## src/rtl/if_prefetch_queue_pkg.sv

```systemverilog
// Shared definitions for the instruction prefetch front end.
// Contents: fetch FSM state encoding, default fetch parameters and the
// queue entry layout {pc, instr} carried from fetch to decode.
package if_prefetch_queue_pkg;

  typedef enum logic [1:0] {
    FETCH_IDLE = 2'd0,
    FETCH_WAIT = 2'd1,
    FETCH_DROP = 2'd2
  } fetch_state_e;

  localparam int          PC_STEP_DFLT  = 4;
  localparam logic [31:0] RESET_PC_DFLT = 32'h0000_0000;

  typedef struct packed {
    logic [31:0] pc;
    logic [31:0] instr;
  } fetch_entry_t;

endpackage

```

## src/rtl/if_sync_fifo.sv

```systemverilog
// DEPTH-entry synchronous FIFO of fetch entries.
// Ports:
//   clk, reset      : clock, async active-high reset
//   flush           : empties the queue; overrides push/pop in that cycle
//   push, push_data : write one entry
//   pop             : retire the head entry
//   head_valid      : queue not empty
//   head_data       : head entry, reads 0 when empty
//   count           : occupied entries (0..DEPTH)
module if_sync_fifo
  import if_prefetch_queue_pkg::*;
#(
  parameter int DEPTH = 4,
  localparam int AW = $clog2(DEPTH),
  localparam int CW = AW + 1
) (
  input  logic          clk,
  input  logic          reset,
  input  logic          flush,
  input  logic          push,
  input  fetch_entry_t  push_data,
  input  logic          pop,
  output logic          head_valid,
  output fetch_entry_t  head_data,
  output logic [CW-1:0] count
);

  localparam logic [CW-1:0] FULL_C = CW'(DEPTH);

  fetch_entry_t  mem [DEPTH];
  logic [AW-1:0] wr_ptr;
  logic [AW-1:0] rd_ptr;
  logic          push_ok;
  logic          pop_ok;

  assign push_ok = push && (count != FULL_C);
  assign pop_ok  = pop && (count != '0);

  always_ff @(posedge clk or posedge reset) begin
    if (reset) begin
      wr_ptr <= '0;
      rd_ptr <= '0;
      count  <= '0;
    end else if (flush) begin
      wr_ptr <= '0;
      rd_ptr <= '0;
      count  <= '0;
    end else begin
      if (push_ok) wr_ptr <= wr_ptr + 1'b1;
      if (pop_ok)  rd_ptr <= rd_ptr + 1'b1;
      case ({push_ok, pop_ok})
        2'b10:   count <= count + 1'b1;
        2'b01:   count <= count - 1'b1;
        default: count <= count;
      endcase
    end
  end

  // Storage needs no reset: the head is masked to 0 while empty.
  always_ff @(posedge clk) begin
    if (push_ok && !flush) mem[wr_ptr] <= push_data;
  end

  assign head_valid = (count != '0);
  assign head_data  = head_valid ? mem[rd_ptr] : '0;

endmodule

```

## src/rtl/if_prefetch_queue.sv

```systemverilog
// Instruction fetch front end: owns the fetch PC, issues one word request
// at a time to instruction memory (req/ack) and queues returned words with
// their PCs for decode (valid/ready). A redirect flushes the queue,
// retargets the PC and discards any in-flight response.
// Ports:
//   clk, reset                  : clock, async active-high reset
//   imem_req/addr, ack/rdata    : instruction memory handshake
//   instr_valid/ready/data/pc   : decode interface (queue head)
//   redirect_valid, redirect_pc : flush and retarget
//   fetch_pc                    : next address to be requested
//   q_count                     : occupied queue entries
//
// state      | meaning
// FETCH_IDLE | no request outstanding
// FETCH_WAIT | request for imem_addr outstanding, response will be queued
// FETCH_DROP | request outstanding, response will be discarded
module if_prefetch_queue
  import if_prefetch_queue_pkg::*;
#(
  parameter int          DEPTH    = 4,
  parameter logic [31:0] RESET_PC = RESET_PC_DFLT,
  parameter int          PC_STEP  = PC_STEP_DFLT
) (
  input  logic                     clk,
  input  logic                     reset,
  output logic                     imem_req,
  output logic [31:0]              imem_addr,
  input  logic                     imem_ack,
  input  logic [31:0]              imem_rdata,
  output logic                     instr_valid,
  input  logic                     instr_ready,
  output logic [31:0]              instr_data,
  output logic [31:0]              instr_pc,
  input  logic                     redirect_valid,
  input  logic [31:0]              redirect_pc,
  output logic [31:0]              fetch_pc,
  output logic [$clog2(DEPTH):0]   q_count
);

  localparam int            CW     = $clog2(DEPTH) + 1;
  localparam logic [CW-1:0] FULL_C = CW'(DEPTH);

  fetch_state_e  state;
  fetch_state_e  state_nxt;
  logic          push_en;
  logic          pop_en;
  logic          launch;
  logic          credit;
  logic [CW-1:0] q_next;
  fetch_entry_t  head;

  // Occupancy after this cycle's push/pop; a new request is only issued
  // when its response is guaranteed a free slot.
  always_comb begin
    q_next = q_count;
    case ({push_en, pop_en})
      2'b10:   q_next = q_count + 1'b1;
      2'b01:   q_next = q_count - 1'b1;
      default: q_next = q_count;
    endcase
  end

  assign credit = (q_next < FULL_C);

  always_ff @(posedge clk or posedge reset) begin
    if (reset) state <= FETCH_IDLE;
    else       state <= state_nxt;
  end

  always_comb begin
    state_nxt = state;
    if (redirect_valid) begin
      state_nxt = (state != FETCH_IDLE && !imem_ack) ? FETCH_DROP : FETCH_IDLE;
    end else begin
      case (state)
        FETCH_IDLE: if (launch) state_nxt = FETCH_WAIT;
        FETCH_WAIT: if (imem_ack) state_nxt = credit ? FETCH_WAIT : FETCH_IDLE;
        FETCH_DROP: if (imem_ack) state_nxt = FETCH_IDLE;
        default:    state_nxt = FETCH_IDLE;
      endcase
    end
  end

  always_comb begin
    imem_req = (state != FETCH_IDLE);
    push_en  = (state == FETCH_WAIT) && imem_ack && !redirect_valid;
    pop_en   = instr_valid && instr_ready && !redirect_valid;
    launch   = !redirect_valid && credit &&
               ((state == FETCH_IDLE) || ((state == FETCH_WAIT) && imem_ack));
  end

  always_ff @(posedge clk or posedge reset) begin
    if (reset) begin
      fetch_pc  <= RESET_PC;
      imem_addr <= RESET_PC;
    end else if (redirect_valid) begin
      fetch_pc <= redirect_pc & ~32'h3;
    end else if (launch) begin
      imem_addr <= fetch_pc;
      fetch_pc  <= fetch_pc + 32'(PC_STEP);
    end
  end

  if_sync_fifo #(.DEPTH(DEPTH)) u_fifo (
    .clk        (clk),
    .reset      (reset),
    .flush      (redirect_valid),
    .push       (push_en),
    .push_data  ('{pc: imem_addr, instr: imem_rdata}),
    .pop        (pop_en),
    .head_valid (instr_valid),
    .head_data  (head),
    .count      (q_count)
  );

  assign instr_data = head.instr;
  assign instr_pc   = head.pc;

endmodule

```

## config.mk

```make
export PLATFORM = sky130hd
export DESIGN_NAME = if_prefetch_queue
export DESIGN_NICKNAME = d
export VERILOG_FILES = /design/src/rtl/if_prefetch_queue_pkg.sv /design/src/rtl/if_sync_fifo.sv /design/src/rtl/if_prefetch_queue.sv
export SDC_FILE = /design/constraint.sdc
export NUM_CORES = 1
export LEC_CHECK = 0
export ABC_CLOCK_PERIOD_IN_PS = 9600
export CAP_MARGIN = 20
export CORE_ASPECT_RATIO = 0.9
export CORE_MARGIN = 2
export CORE_UTILIZATION = 58
export DETAILED_ROUTE_END_ITERATION = 16
export PLACE_DENSITY_LB_ADDON = 0.15
export SYNTH_ARGS = -nofsm -noshare
export SYNTH_HDL_FRONTEND = slang
export SYNTH_SLANG_ARGS = --single-unit
export TNS_END_PERCENT = 30
```

## constraint.sdc

```tcl
create_clock -name clk -period 9.6 [get_ports clk]
set_clock_uncertainty 0.1 [all_clocks]
set_input_delay 1.92 -clock clk [delete_from_list [all_inputs] [get_ports clk]]
set_output_delay 1.92 -clock clk [all_outputs]
set_load 0.02 [all_outputs]
```

# --- Word-level counts from Yosys, hierarchy flattened ---
# Memories as Yosys holds them, arrays and structs flattened.
# Index checks and enable logic that the tools add are counted.
op_classes:
  addsub: 5
  n_lt_le_gt_ge: 1
  n_eq_ne: 10
  n_mux: 19
  bitwise_logic: 1
  reduce_logical: 22
op_table:
  columns: ["operator", "count"]
  rows:
  - ["$mux W32", 2]
  - ["$mux W64", 1]
  - ["$add A32 B3 Y32 const B", 1]
  - ["$mux W2", 9]
  - ["$ne A3 B3 Y1 const B", 4]
  - ["$pmux W3 S2", 2]
  - ["$logic_and A1 B1 Y1", 10]
  - ["$reduce_bool A2 Y1", 4]
  - ["$eq A2 B1 Y1 const B", 3]
  - ["$eq A2 B2 Y1 const B", 3]
  - ["$pmux W2 S3", 1]
  - ["$reduce_bool A3 Y1", 2]
  - ["$add A2 B1 Y2 const B", 2]
  - ["$add A3 B1 Y3 const B", 1]
  - ["$lt A3 B3 Y1 const B", 1]
  - ["$mux W1", 3]
  - ["$mux W3", 1]
  - ["$reduce_and A3 Y1", 1]
  - ["$sub A3 B1 Y3 const B", 1]
  - ["$logic_not A1 Y1", 2]
  - ["$logic_not A2 Y1", 1]
  - ["$reduce_and A2 Y1", 1]
  - ["$logic_or A1 B1 Y1", 1]
  - ["$not A1 Y1", 1]
totals:
  ff_bits: 73
  ram_bits: 256
  elab_cells: 65
  mem_count: 1
memory_table:
  columns: ["name", "words", "width", "rd", "rd_clocked_by_memory_dff", "wr", "line_no", "rtl"]
  rows:
  - ["u_fifo.mem", 4, 64, 1, 0, 1, "if_sync_fifo.sv:30", "fetch_entry_t mem [DEPTH];"]

# --- Logic depth before layout (Yosys ltp) ---
logic_depth:
  ltp_word: 11
  ltp_mapped: 14
  mapped_depth_nobuf: 11

# --- Modules after synthesis ---
# A second synthesis with hierarchy kept.
hier_totals:
  cells_unflattened: 851
  hier_area_um2: 13492.9
by_module_without_submodules:
  columns: ["module", "instances", "cells_per_inst", "area_per_inst_um2", "seq_area_each_um2"]
  rows:
  - ["if_sync_fifo", 1, 468, 10188.5, 7862.5]
  - ["if_prefetch_queue", 1, 383, 3304.4, 1551.5]

# --- Worst setup path before layout ---
# No wires, ideal clock.
synth_timing:
  path_type: "input to register"
  startpoint: "input redirect_valid"
  endpoint: "memory u_fifo.mem[0][0] (netlist name), enable pin"
  setup_time_ns: 0.426
  arrival_ns: 4.072
  path_slack_ns: 5.002
  stages: 4
  cell_sequence: "nor2_1 -> nand3_1 -> a21oi_1 -> and2_1"
synth_between:
  elab_chain_len: 6
synth_lines:
  columns: ["item", "line_no", "rtl"]
  rows:
  - ["start, declared", "if_prefetch_queue.sv:34", "input logic redirect_valid,"]
  - ["$logic_not A1 Y1 *", "if_sync_fifo.sv:61, if_prefetch_queue.sv:86", null]
  - ["$logic_and A1 B1 Y1", "if_prefetch_queue.sv:86", "push_en = (state == FETCH_WAIT) && imem_ack && !redirect_valid;"]
  - ["$logic_and A1 B1 Y1", "if_sync_fifo.sv:36", "assign push_ok = push && (count != FULL_C);"]
  - ["$logic_and A1 B1 Y1 *", "if_sync_fifo.sv:61", "if (push_ok && !flush) mem[wr_ptr] <= push_data;"]
  - ["$mux W1 *", "if_sync_fifo.sv:61", null]
  - ["$mux W1 (implied by the code) *", "if_sync_fifo.sv:61", null]
  - ["end, declared", "if_sync_fifo.sv:30", null]
# Every way passes the cells marked *; elsewhere a longest branch is shown, timed or not.

# --- Worst setup path after layout ---
layout_timing:
  startpoint: "register u_fifo.count[1]"
  endpoint: "output instr_pc[18]"
layout_between:
  elab_chain_len: 2
layout_lines:
  columns: ["item", "line_no", "rtl"]
  rows:
  - ["start, declared", "if_sync_fifo.sv:25", "output logic [CW-1:0] count"]
  - ["start signal, assigned", "if_sync_fifo.sv:52", "2'b10: count <= count + 1'b1;"]
  - ["start signal, assigned", "if_sync_fifo.sv:53", "2'b01: count <= count - 1'b1;"]
  - ["start signal, assigned", "if_sync_fifo.sv:54", "default: count <= count;"]
  - ["$reduce_bool A3 Y1", "if_sync_fifo.sv:64", "assign head_valid = (count != '0);"]
  - ["$mux W64", "if_sync_fifo.sv:65", "assign head_data = head_valid ? mem[rd_ptr] : '0;"]
  - ["end, declared", "if_prefetch_queue.sv:33", "output logic [31:0] instr_pc,"]
# Every way passes these cells.

==> results.py <==
metrics = {
    "logic_synthesis": {
        "synthesis.area_per_instance_um2": 16.4,
        "synth_top_area_share_pct": 57.5,
        "synthCells": 791,
        "synth_flop_cell": "edfxtp_1",
        "synth-edff-count": 248,
        "ys_ff_latch": 317,
        "synth.distinct_cells": 55,
        "synth-async-reset-ratio_pct": 21.8,
        "synthTopCellsByArea": "edfxtp_1 57%, dfrtp_1 13%, mux4_2 11%",
        "yosysTopAreaCell": "edfxtp_1",
        "ys_seq_area_share_pct": 70.8,
        "yosys_warnings": 0,
        "netlist_area_um2": 13000,
    },
    "sta": {
        "worstMarginPinSlew_ns": 1.03,
        "setup_viol": 0,
        "max_freq_mhz": 188,
        "slew_headroom_pct": 31.2,
        "tns_ns": 0,
        "fin_crit_sh_pct": 55.3,
        "rsz0062_at_grt": "no",
        "slew_viol_final": 0,
        "period_needed_ns": 5.31,
        "finalHoldViolations": 0,
    },
    "grt": {
        "grt_max_degree": 70,
        "grt_remaining_overflow": 0,
        "grt_pass1_wl_um": 43900,
        "grt_util_all_layers_pct": 23.9,
        "antenna_found_initial": 0,
        "grt_pass1_vias": 7776,
    },
    "clock_network": {
        "cts_max_path_buffers": 3,
        "clock_latency_ns": 0.56,
        "post-cts-setup-buffer-count": 0,
        "clk_pin_slew_ns": 0.06,
        "cts_tree": "done",
        "cts_root_buf": "clkbuf_16",
        "cts_buffers": 31,
        "postCtsHoldBufs": 0,
        "cts_resized": 0,
        "cts_num_sinks": 317,
        "htree_levels": 1,
    },
    "place": {
        "dp_hpwl_um": 16300,
        "dp_cells": 1240,
        "io_buffers": 193,
        "gp_congestion": 0.875,
    },
    "routing": {
        "ant_nets": 0,
        "avgViaCountPerCell": 5.87,
        "detail_route.iter0.violations": 634,
        "routed_wl_um": 27600,
        "drt_pass1_iterations": 4,
        "drc_errors": 0,
        "post_drt_wl_per_cell_um": 21.2,
        "dr_total_vias": 7628,
    },
    "die": {
        "die_x_um": 162,
        "start_util_pct": 59.5,
        "core_um2": 21800,
        "ioPinCount": 202,
        "die_h_um": 146,
        "die-area_um2": 23500,
        "rows": 51,
    },
    "worst_setup_path": {
        "critPathCaptureType": "primary output",
        "cp_max_fo": 35,
        "criticalPathCategory": "flip-flop to primary output",
        "worstSetupStartpointType": "flip-flop",
        "cp_data_arrival_time_ns": 3.29,
        "required_ns": 7.58,
    },
    "layout": {
        "layoutNonFillerInstCount": 1299,
        "nNetsFinal": 1062,
        "n_antenna_cell": 0,
        "finish.utilization_pct": 74.0,
        "area_growth_pct": 24.4,
        "layout-drive-gt1-share_pct": 13.1,
    },
    "worst_hold_path": {
        "min_path_type": "flip-flop to flip-flop",
    },
    "power": {
        "finalPower_mw": 4.72,
        "ir_drop_mv": 0.157,
        "leakage_nw": 5.54,
        "p_per_area_nw_per_um2": 293,
    },
    "flow_run": {
        "maxCapViolCount": 0,
    },
    "status": {
        "status": "finished clean",
    },
}
synthesized netlist by cell type, types with 4 or more instances:
master / n
o21ai_0: 9
a221o_1: 5
o311ai_0: 25
dfrtp_1: 69
nor2_1: 14
mux4_2: 62
o311ai_1: 5
nand2_1: 125
o211ai_1: 9
clkbuf_1: 21
buf_2: 14
nand4_1: 12
xnor2_1: 5
edfxtp_1: 248
ha_1: 10
buf_4: 6
inv_1: 12
and2_1: 67
nand3_1: 12
nor3_1: 4
power breakdown:
group          total, mW  internal (mW)  switching [mW]
sequential          1.87           1.68           0.186
clock               1.15          0.662           0.487
combinational       1.70          0.813           0.892
critical path, stage by stage (launching register included):
cell and delay, ns:
dfrtp_1 0.45, inv_1 0.09, ha_1 0.21, nor2b_1 0.17, inv_2 0.41, buf_4 0.47, and2_1 0.29, clkdlybuf4s50_1 0.63
cell type report:
class                   count  area [um^2]
flip-flops and latches    317         9180
repair buffers            199         2000
fillers                  1364         5650
well taps                 291          364
clock inverters             9         76.3
inverters                  13         48.8
clock buffers              49          893
multi-input cells         421         3550
sequential cells by signal, indices dropped and copies added, names as in the netlist:
name	flops
fetch_pc	30
imem_addr	30
u_fifo.count	3
state	2
u_fifo.mem	248
u_fifo.wr_ptr	2
u_fifo.rd_ptr	2
through the flow:
step / hold WS (ns) / worst slack [ns] / area, um^2
after detailed placement: 0.433 / 4.04 / 15100
after global placement: 0.426 / 4.05 / 15100
after CTS: 0.453 / 4.09 / 16100
after global routing: 0.479 / 4.00 / 16100
after floorplan: 0.415 / 5.00 / 13000
final: 0.445 / 4.29 / 16100
path summary, 6_finish.rpt:
| kind | startpoint | to | slack (ns) | depth (start not counted) |
|---|---|---|---|---|
| max | u_fifo.count[1] | instr_pc[18] | 4.29 | 7 |
| min | imem_addr[29] | u_fifo.mem[0][61] | 0.45 | 0 |
| max reg2reg | u_fifo.count[1] | fetch_pc[31] | 5.89 | 11 |
| min reg2reg | imem_addr[29] | u_fifo.mem[0][61] | 0.45 | 0 |
| max in group asynchronous | reset | u_fifo.rd_ptr[1] | 6.80 | 3 |
| min in group asynchronous | reset | imem_addr[30] | 1.86 | 3 |
routing by layer:
layer,vias up,track usage [%],share of wire (%)
li1,3429,-,-
met1,3861,35.2,43
met2,300,37.6,47
met3,38,4.53,7.1
met4,0,5.85,2.4
met5,-,0,0
logic make-up after synthesis:
group	count (synthesis)	share of synthesized area [%]
DFF	317	70.8
other	1	0.0289
buffers and inverters	58	2.00
adders and majority gates	10	0.966
and+or+nand+nor	263	10.4
muxes	64	10.9
AOI/OAI and AO/OA	72	4.50
xor gates and xnor gates	6	0.406
layout by cell type, fill, tap and decap left out, drive strengths merged, types with 3 or more instances in the layout:
cell	instances
clkbuf	49
o21bai	3
clkinv	5
edfxtp	248
nand3	13
a221o	5
nand2	127
a21oi	3
nor2b	3
dfrtp	69
conb	6
o311ai	30
xnor2	5
clkdlybuf4s50	193
ha	10
and2	67
nor2	14
o21ai	9
nor3	4
nor4	4
o211ai	9
buf	6
nand4	13
mux4	62
and3	3
inv	14
or2	3
No activity file was read; power rests on OpenSTA's default activity.
==> edit, RTL diff (same settings) <==
Make the reset (`reset`) synchronous in 3 clocked blocks. Comments in the files are not updated.
--- a/src/rtl/if_sync_fifo.sv
+++ b/src/rtl/if_sync_fifo.sv
@@ -38,3 +38,3 @@
 
-  always_ff @(posedge clk or posedge reset) begin
+  always_ff @(posedge clk) begin
     if (reset) begin
--- a/src/rtl/if_prefetch_queue.sv
+++ b/src/rtl/if_prefetch_queue.sv
@@ -64,3 +64,3 @@
 
-  always_ff @(posedge clk or posedge reset) begin
+  always_ff @(posedge clk) begin
     if (reset) state <= FETCH_IDLE;
@@ -91,3 +91,3 @@
 
-  always_ff @(posedge clk or posedge reset) begin
+  always_ff @(posedge clk) begin
     if (reset) begin
Formal check against the unedited RTL: differs if reset is asserted again (counterexample within 4 cycles, from zero or initial values and one cycle with reset high); with reset held inactive, the same outputs for 4 cycles.
==> edit against the unedited design <==
Area after synthesis up 0.21%; routed wire length rose by 1.1%; synthesized cell count up 7.2%; sequential cell count up 2; setup slack worse by 340 ps; final area hardly changed; critical path depth increased by 4; first-iteration DRC count grew 8.0%; highest routed layer unchanged.
Power is not compared: it rests on default switching activity, and its combinational part moved more than twofold at a synthesized area within 25%.
==> edit: results (changes against the unedited design) <==
Slew @ Worst Pin: 974 ps (-54.6 ps)
Outcome: complete, no violations
XOR/XNOR Fraction of Synth Area: 0.00810 (+0.00404)
DP Area: 15,100 um^2 (-0.26%)
RePlAce Congestion: 0.883 (+1.0%)
Drt first-iter violations: 685 (+8.0%)
Synth cell types: 58 (+5.5%)
Final wirelength: 27,900 um (+1.1%)
Initial antenna violation count: 1 (+1)
Compound-Gate Fraction of Synth Area: 0.0562 (+0.0112)
Largest cells by area after synthesis: edfxtp_1 57%, dfxtp_1 11%, mux4_2 11%, and2_1 3.5%, nand2_1 2.7%
Vias: 7,874 (+3.2%)
Setup slack, reg-to-reg: 6010 ps (+120 ps)
Fraction of synthesized area in multiplexers: 0.110 (+0.000539)
Top cells by count, synth: 248 x edfxtp_1, 92 x nand2_1, 72 x and2_1
Share of layout cells above drive strength 1: 0.133 (+0.00238)
Seq/Total Area, Yosys: 0.683 (-0.0250)
Vias in the first global route: 7,795 (+0.24%)
Largest net degree at the start of global routing: 66 (-5.7%)
Reg-to-Reg Start: u_fifo.count[0]$_SDFFE_PP0P_
Ys async rst share: 0 (-0.218)
First-pass GRT wire length: 43,300 um (-1.3%)
RR Endpoint: fetch_pc[15]$_SDFFE_PP0P_
Hold path start: fetch_pc[28]$_SDFFE_PP0P_
Hold path endpoint: imem_addr[28]$_SDFFE_PP0P_
Largest fanout on the critical path: 41 (+17%)
Post-Synth Adder-Cell Area: 0.0106 (+0.000943)
Tot GR Track Use: 0.235 (-0.00408)
Hold Path Stages: 2 (+2)
-- edit: cell count changes after synthesis, moves of 7 or more --
cell / change
dfxtp_1: +71
dfrtp_1: -69
a21oi_1: +41
nand2_1: -33
o311ai_0: -19
a31oi_1: +15
clkbuf_1: +8
buf_2: +7
or3_1: +7
-- edit: power breakdown --
part / internal [mW] / total [mW] / switching (mW)
sequential: 1.50 / 1.53 / 0.0249
combinational: 0.0794 / 0.170 / 0.0906
clock: 0.723 / 1.22 / 0.494
total: 2.30 / 2.91 / 0.610
-- edit: critical path, cell delays in order --
cell and delay [ps]:
clkdlybuf4s50_1 390, buf_4 260, inv_1 680, and3_1 440
inv_1 80, ha_1 330, o31ai_4 400, nand3_2 390
buf_4 390, or4_1 540, a31oi_1 170
-- edit: metrics by stage --
step           cells  utilization  total power [mW]  worst slack (ps)  hold slack (ps)
3_5_place_dp    1283        0.691              1.73              3510              390
6_report        1341        0.738              2.91              3960              394
2_1_floorplan    853            -              1.63              5030              385
4_1_cts         1340        0.738              2.93              4060              395
5_1_grt         1341        0.738              3.00              3760              408
3_3_place_gp    1283        0.691              1.72              3550              370
-- edit: per-layer routing --
layer / vias up / global-route usage / part of all wire
met4: 0 / 0.0491 / 0.015
met1: 3939 / 0.344 / 0.43
met3: 36 / 0.0399 / 0.071
li1: 3600 / - / -
met2: 299 / 0.378 / 0.48
met5: - / 0 / 0
-- edit: layout make-up --
type	count	area share
sequential	319	0.551
multi-input combinational	458	0.236
timing repair buffer	199	0.122
clock buffer	42	0.0526
tap	291	0.0226
clock inverter	15	0.0112
inverter	17	0.00396
